## config.mk

```make
export PLATFORM = sky130hd
export DESIGN_NAME = zigzag_input_framer
export DESIGN_NICKNAME = d
export VERILOG_FILES = /design/src/rtl/zigzag_input_framer.sv
export SDC_FILE = /design/constraint.sdc
export NUM_CORES = 1
export LEC_CHECK = 0
export ABC_AREA = 1
export BUFFER_PORTS_ARGS = -buffer_cell sky130_fd_sc_hd__buf_2
export CORE_MARGIN = 2
export CORE_UTILIZATION = 50
export DETAILED_ROUTE_END_ITERATION = 6
export PLACE_DENSITY = 0.66
export SLEW_MARGIN = 5
export SYNTH_ARGS = -nofsm -noshare
export SYNTH_HDL_FRONTEND = slang
export SYNTH_SLANG_ARGS = --single-unit
```

## constraint.sdc

```tcl
create_clock -name clk -period 6.5 [get_ports clk]
set_input_delay 0 -clock clk [delete_from_list [all_inputs] [get_ports clk]]
set_output_delay 0 -clock clk [all_outputs]
set_load 0.02 [all_outputs]
```

## src/rtl/zigzag_input_framer.sv

```systemverilog
// Input framer ahead of zigzag_decryption: buffers a byte stream in a FIFO and
// releases it frame by frame, holding off while the decryptor is busy.
module zigzag_input_framer #(
  parameter int                 D_WIDTH                = 8,
  parameter int                 FIFO_DEPTH             = 64,
  parameter int                 MAX_NOF_CHARS          = 50,
  parameter logic [D_WIDTH-1:0] START_DECRYPTION_TOKEN = 8'hFA,
  parameter int                 BUSY_TIMEOUT           = 4
) (
  input  logic               clk,
  input  logic               rst_n,
  input  logic [D_WIDTH-1:0] data_i,
  input  logic               valid_i,
  output logic               ready_o,
  input  logic               busy_i,
  output logic [D_WIDTH-1:0] data_o,
  output logic               valid_o,
  output logic               overflow_o,
  output logic               trunc_o,
  output logic [7:0]         frame_cnt_o
);

  localparam int AW = $clog2(FIFO_DEPTH);
  localparam int CW = $clog2(MAX_NOF_CHARS + 1);
  localparam int TW = $clog2(BUSY_TIMEOUT + 1);
  localparam logic [AW:0] PTR_ONE = {{AW{1'b0}}, 1'b1};

  typedef enum logic [1:0] {IDLE, SEND, WAIT_HI, WAIT_LO} state_t;

  state_t             state_q, state_d;
  logic [D_WIDTH-1:0] mem_q [FIFO_DEPTH];
  logic [AW:0]        wptr_q, wptr_d, rptr_q, rptr_d, wptr_vis_q;
  logic [CW-1:0]      cnt_q, cnt_d;
  logic [TW-1:0]      timer_q, timer_d;
  logic [D_WIDTH-1:0] data_q, data_d;
  logic               valid_q, valid_d;
  logic               ready_q, ready_d;
  logic               overflow_q, overflow_d;
  logic               trunc_q, trunc_d;
  logic [7:0]         frame_q, frame_d;
  logic               wr_en, empty, full_d;
  logic [D_WIDTH-1:0] rd_data;

  assign wr_en   = valid_i && ready_q;
  // Empty is judged against a one-cycle-old write pointer so a fresh byte
  // cannot be forwarded on the cycle right after it was written.
  assign empty   = (rptr_q == wptr_vis_q);
  assign rd_data = mem_q[rptr_q[AW-1:0]];

  assign wptr_d     = wr_en ? (wptr_q + PTR_ONE) : wptr_q;
  assign overflow_d = overflow_q | (valid_i & ~ready_q);
  assign full_d     = (wptr_d[AW] != rptr_d[AW]) && (wptr_d[AW-1:0] == rptr_d[AW-1:0]);
  assign ready_d    = !full_d;

  always_ff @(posedge clk) begin
    if (wr_en) mem_q[wptr_q[AW-1:0]] <= data_i;
  end

  always_comb begin
    state_d = state_q;
    rptr_d  = rptr_q;
    cnt_d   = cnt_q;
    timer_d = timer_q;
    data_d  = data_q;
    valid_d = 1'b0;
    trunc_d = trunc_q;
    frame_d = frame_q;
    case (state_q)
      IDLE: begin
        if (!empty && !busy_i) state_d = SEND;
      end
      SEND: begin
        if (cnt_q == CW'(MAX_NOF_CHARS)) begin
          data_d  = START_DECRYPTION_TOKEN;
          valid_d = 1'b1;
          trunc_d = 1'b1;
          cnt_d   = '0;
          frame_d = frame_q + 8'd1;
          timer_d = '0;
          state_d = WAIT_HI;
        end else if (!empty) begin
          data_d  = rd_data;
          valid_d = 1'b1;
          rptr_d  = rptr_q + PTR_ONE;
          if (rd_data == START_DECRYPTION_TOKEN) begin
            cnt_d   = '0;
            frame_d = frame_q + 8'd1;
            timer_d = '0;
            state_d = WAIT_HI;
          end else begin
            cnt_d = cnt_q + CW'(1);
          end
        end
      end
      WAIT_HI: begin
        // A decryptor that received an empty frame never raises busy.
        if (busy_i) begin
          state_d = WAIT_LO;
        end else if (timer_q == TW'(BUSY_TIMEOUT - 1)) begin
          state_d = IDLE;
        end else begin
          timer_d = timer_q + TW'(1);
        end
      end
      WAIT_LO: begin
        if (!busy_i) state_d = IDLE;
      end
      default: state_d = IDLE;
    endcase
  end

  always_ff @(posedge clk or negedge rst_n) begin
    if (!rst_n) begin
      state_q    <= IDLE;
      wptr_q     <= '0;
      wptr_vis_q <= '0;
      rptr_q     <= '0;
      cnt_q      <= '0;
      timer_q    <= '0;
      data_q     <= '0;
      valid_q    <= 1'b0;
      ready_q    <= 1'b1;
      overflow_q <= 1'b0;
      trunc_q    <= 1'b0;
      frame_q    <= '0;
    end else begin
      state_q    <= state_d;
      wptr_q     <= wptr_d;
      wptr_vis_q <= wptr_q;
      rptr_q     <= rptr_d;
      cnt_q      <= cnt_d;
      timer_q    <= timer_d;
      data_q     <= data_d;
      valid_q    <= valid_d;
      ready_q    <= ready_d;
      overflow_q <= overflow_d;
      trunc_q    <= trunc_d;
      frame_q    <= frame_d;
    end
  end

  assign ready_o     = ready_q;
  assign data_o      = data_q;
  assign valid_o     = valid_q;
  assign overflow_o  = overflow_q;
  assign trunc_o     = trunc_q;
  assign frame_cnt_o = frame_q;

endmodule
```

; Word level (Yosys, flattened, before mapping)
; Memory sizes are Yosys's and may differ from the RTL's.
; Index checks and enable logic that the tools add are counted.
[totals]
ramBits = 512
elab_cells = 83
mem_count = 1
output_inout_bits = 20
reg_bits = 52
inputBits = 12
[classes]
n_eq_ne = 17
muxes = 31
bitwise_logic = 3
n_addsub = 5
reduce_logical = 14
[memory_table]
columns = name, words, word_bits, read_ports, rd_clocked_by_memory_dff, wr, line
row1 = mem_q, 64, 8, 1, 0, 1, 31  ; logic [D_WIDTH-1:0] mem_q [FIFO_DEPTH];
[ops]
columns = op, count
row1 = two-way mux 8 bit, 5
row2 = two-way mux 7 bit, 4
row3 = two-way mux 6 bit, 3
row4 = two-way mux 3 bit, 5
row5 = adder 7 x 1 -> 7 bit (second input constant), 2
row6 = two-way mux 2 bit, 7
row7 = AND reduction 5 bit, 2
row8 = inequality test 3 bit (second input constant), 3
row9 = adder 8 x 1 -> 8 bit (second input constant), 1
row10 = == test 8 bit (second input constant), 1
row11 = inequality test 2 bit (second input constant), 4
row12 = one-hot mux 2 bit (4 select lines), 1
row13 = == test 7 bit, 1
row14 = adder 6 x 1 -> 6 bit (second input constant), 1
row15 = == test 6 bit, 1
row16 = == test 6 bit (second input constant), 1
row17 = one-hot mux 3 bit (2 select lines), 1
row18 = two-way mux 1 bit, 5
row19 = == test 2 bit (second input constant), 2
row20 = AND reduction 2 bit, 2
row21 = nonzero test 2 bit, 2
row22 = adder 3 x 1 -> 3 bit (second input constant), 1
row23 = == test 3 x 2 -> 1 bit (second input constant), 1
row24 = logical AND 1 bit, 3
row25 = 9 further kinds, 11

; Longest topological paths before layout
[depth]
word_depth = 7
depth_mapped = 22
depth_no_buf = 20

; Least setup slack after synthesis
; No wires, ideal clock.
[synth_path]
kind = register -> register
from = register ready_q (netlist: ready_o)
to = memory mem_q[7][0], enable pin
path_stages_with_launch = 7
setup_time_ns = 0.383
arrival_time_ns = 1.804
period_less_slack_ns = 2.187
path_buffers = 0
required_ns = 6.117
slack_ns = 4.313
cell_sequence = dfstp_2 nand2_1 nor2_1 inv_1 nor2_1 nand2_1 nor3_1
[synth_via]
elab_chain_cells = 3
[synth_lines]
columns = element, line
row1 = start: declaration, 37  ; logic ready_q, ready_d;
row2 = start signal: assignment, 135  ; ready_q <= ready_d;
row3 = logical AND 1 bit, 44  ; assign wr_en = valid_i && ready_q;
row4 = two-way mux 1 bit, 56  ; if (wr_en) mem_q[wptr_q[AW-1:0]] <= data_i;
row5 = two-way mux 1 bit (implied by the code), 56
row6 = end: declaration, 31
; Every way passes these cells.

; Worst setup path in the final report
[layout_path]
from = register rptr_q[0]
to = register frame_q[1] (netlist: frame_cnt_o[1])
[layout_via]
elab_chain_cells = 4
elab_cells_between_ends = 6
classes_between = eq/ne (3) / reduce/logical (2) / memory (1)
[layout_lines]
columns = element, line
row1 = start: declaration, 32  ; logic [AW:0] wptr_q, wptr_d, rptr_q, rptr_d, wptr_vis_q;
row2 = start signal: assignment, 130  ; rptr_q <= rptr_d;
row3 = memory (64 x 8 bit), -
row4 = == test 8 bit, 85  ; if (rd_data == START_DECRYPTION_TOKEN) begin
row5 = nonzero test 2 bit (no line), -
row6 = AND reduction 3 bit (no line) (*), -
row7 = end signal: assignment, 138  ; frame_q <= frame_d;
row8 = end: declaration, 40  ; logic [7:0] frame_q, frame_d;
; Every way passes the cells marked *; elsewhere a longest branch is shown, timed or not.
; A chain may end at the register's enable or synchronous reset.

==> reports/metrics.cfg <==
[final_layout]
layout.cells.most_common = nand2_1
nNetsFinal = 2339
register_area_sq_um = 16680
syn2layout_area_growth_pct = 9.507
num-fill-cells = 4011
drive_gt1_frac = 0.06134
mostFrequentLayoutCells = nand2_1 (667), edfxtp_1 (512), nor2_1 (323)
multi_input_comb_area_sq_um = 6166

[die]
initial_core_util = 0.5064
core-area_sq_um = 47750
row_count = 80
design.portCount = 32
die_x_microns = 223.9
die_h_microns = 223.9
dieArea_sq_um = 50130

[setup_path]
timing.rr.start = rptr_q[0]$_DFF_PN0_
end_kind = flip-flop
cp_slowest_cell = dfrtp_4
crit_type = flip-flop to flip-flop
r2r-end = frame_cnt_o[1]$_DFFE_PN0P_
r2r_cells = 16
crit_fanout = 145
max_stage_delay_ns = 1.05
required_ns = 7.00
reg2reg_slack_ns = 2.17
worstPathArrival_ns = 4.83
startpoint = rptr_q[0]$_DFF_PN0_
path_common_cell = nand2_1
cp-start-kind = flip-flop
critPathBufInv = 2
cp_top_family = simple AND/OR/NAND/NOR gates
worstPathCellList = inv_6 > buf_4 > o21ai_0 > nand3_1 > nand3_1 > nand2_1 > nand2_1 > nand2_1 > nor2_1 > nand2_1 > nor2_1 > nand2_1 > nand2_1 > nand2_2 > nand2_1 > nand2_1

[power_and_ir_drop]
p_seq_frac = 0.397
power.density_nw_per_um2 = 422.5
irDropWorstVdd_mv = 0.3620
p_clk_frac = 0.274
switching_share = 0.3815
p_sw_w = 0.004268
power.share.combinational = 0.329
p_int_w = 0.006917
leakage_nw = 10.45

[global_routing]
grt_pass1_vias = 15901
track_usage = 0.2414
grt_pass1_wl_microns = 92030
grt_max_degree = 146
grt_overflow = 0
antenna_found_initial = 0

[synthesis]
yosysWarnings = 0
netlist_top_cells_area = edfxtp_1 (64%), nand2_1 (10%), dfrtp_1 (5.3%)
synth-edff-count = 512
yosysTopAreaCellShare = 0.6359
ys_seq_area_frac = 0.6898
synth_area_leader_cell = edfxtp_1
synthArstFlopShare = 0.09220
yosysUniqueCellTypes = 33
synth.avg_cell_area_sq_um = 10.44
synth_area_sq_um = 24180
synth-seq-cells = 564
synth_ff_type = edfxtp_1
synth_fp_nets = 2334
netlist_instances = 2315

[route]
drtAntennaViolNets = 0
wl_per_cell_microns = 19.97
routed_wl_microns = 59520
dr.first_iter.drc_count = 2085
drc = 0
firstDrtPassIters = 7
vias = 16301
vias_per_cell = 5.470

[cts]
cts_buffers = 56
cts_root_buffer = clkbuf_16
cts_max_level = 2
cts_sinks = 564
cts_tree = built
post-cts-setup-buffers = 0
cts_buffer_depth = 3
clk_pin_slew_ns = 0.06
clk-insertion-delay-late_ns = 0.62

[timing]
setup_tns_ns = 0
tightest_slew_ns = 1.103
hold_viol = 0
post-route-period-util = 0.6666
finClkSkew_ns = 0.03085
drv_slew = 0
min_period_ns = 4.333
layout_setup_ws_ns = 2.167
rsz0062_at_grt = no
maxSlewHeadroom = 0.2644
finalSetupViolCount = 0
fmax_ghz = 0.2308

[job]
cap_violations = 0

[placement]
hpwlAfterDp_microns = 33980
dp_slack_ns = 2.176
place_congestion = 0.8879
io_buffers = 31

[worst_hold_path]
hp-class = input pin to asynchronous set/reset pin

[status]
status = completed

## sequential cells by signal (all words and copies together) (netlist names)
signal	count
overflow_o	1
frame_cnt_o	8
mem_q	512
ready_o	1
rptr_q	7
cnt_q	6
valid_o	1
timer_q	3
wptr_vis_q	7
data_o	8
trunc_o	1
state_q	2
wptr_q	7
## cell usage after synthesis, drive strengths merged, types with 2 or more instances
cell    count
clkbuf     32
clkinv      3
nand2     668
buf        76
nand3     234
or2         5
xor2       18
nor3        5
nand4       3
o21ai     130
xnor2       3
o21bai      2
a21oi      19
edfxtp    512
nor2      324
inv       203
o211ai      6
dfrtp      51
o22ai       4
ha          7
a31oi       6
## area by class of cell
| class | instances | area share |
|---|---|---|
| diodes | 1 | 0.00009452 |
| clock buffers | 74 | 0.05742 |
| clock inverters | 28 | 0.006994 |
| inverters | 206 | 0.02944 |
| multi-input cells | 1437 | 0.2329 |
| flip-flops and latches | 564 | 0.6302 |
| well taps | 615 | 0.02906 |
| repair buffers | 55 | 0.01389 |
## power by group through the flow
stage               Combinational, W  Clock, W  Sequential [W]
global placement             0.00359         0         0.00451
detailed placement           0.00364         0         0.00451
floorplan                    0.00263         0         0.00439
global route                 0.00411   0.00324         0.00447
finish                       0.00367   0.00307         0.00444
CTS                          0.00366   0.00310         0.00444
## how the worst max path moves through the flow
stage,to,cells past startpoint
after floorplan,mem_q[7][0]$_DFFE_PP_,6
after global placement,frame_cnt_o[1]$_DFFE_PN0P_,19
after detailed placement,frame_cnt_o[5]$_DFFE_PN0P_,16
after CTS,frame_cnt_o[5]$_DFFE_PN0P_,16
after global routing,frame_cnt_o[3]$_DFFE_PN0P_,21
final,frame_cnt_o[1]$_DFFE_PN0P_,16
## logic make-up (layout without fill, tap and decap cells)
group,Yosys count,count (layout),synth area share
AO/OA/AOI/OAI,168,168,0.03623
other,0,1,0
AND/OR/NAND/NOR,1240,1240,0.2063
flip-flops,564,564,0.6898
adder cells (fa/ha/maj),7,7,0.003622
XOR/XNOR,22,22,0.008539
buffers and inverters,314,363,0.05548
## worst register-to-register path, stage by stage (launching register included)
cell,delay [ns]
dfrtp_4,1.05
inv_6,0.61
buf_4,0.53
o21ai_0,0.26
nand3_1,0.10
nand3_1,0.10
nand2_1,0.08
nand2_1,0.07
nand2_1,0.09
nor2_1,0.25
nand2_1,0.09
nor2_1,0.14
nand2_1,0.14
nand2_1,0.36
nand2_2,0.19
nand2_1,0.11
nand2_1,0.06
## per-stage QoR
step / cells / hold slack (ns) / instance area, sq um / util / power [W]
2_1_floorplan: 2315 / -0.2956 / 24180 / - / 0.007014
3_3_place_gp: 2874 / 0.1596 / 24740 / 0.5181 / 0.008100
3_5_place_dp: 2874 / 0.1621 / 24740 / 0.5181 / 0.008150
4_1_cts: 2979 / 0.04277 / 26470 / 0.5545 / 0.01120
5_1_grt: 2979 / 0.09148 / 26470 / 0.5545 / 0.01181
6_report: 2980 / 0.03964 / 26480 / 0.5545 / 0.01118
## timing repair
action,CTS,global route
hold buffers,3,0
resized for setup,0,0
endpoints found under the hold margin,62,0
## layer usage
layer / vias up / part of all wire / routed length (microns) / GRT usage
li1: 7686 / - / - / -
met2: 612 / 0.48 / 28450 / 0.3931
met3: 110 / 0.081 / 4805 / 0.04866
met1: 7893 / 0.41 / 24680 / 0.3304
met4: 0 / 0.026 / 1576 / 0.07161
met5: - / 0 / 0 / 0
(Power assumes the default switching activity.)
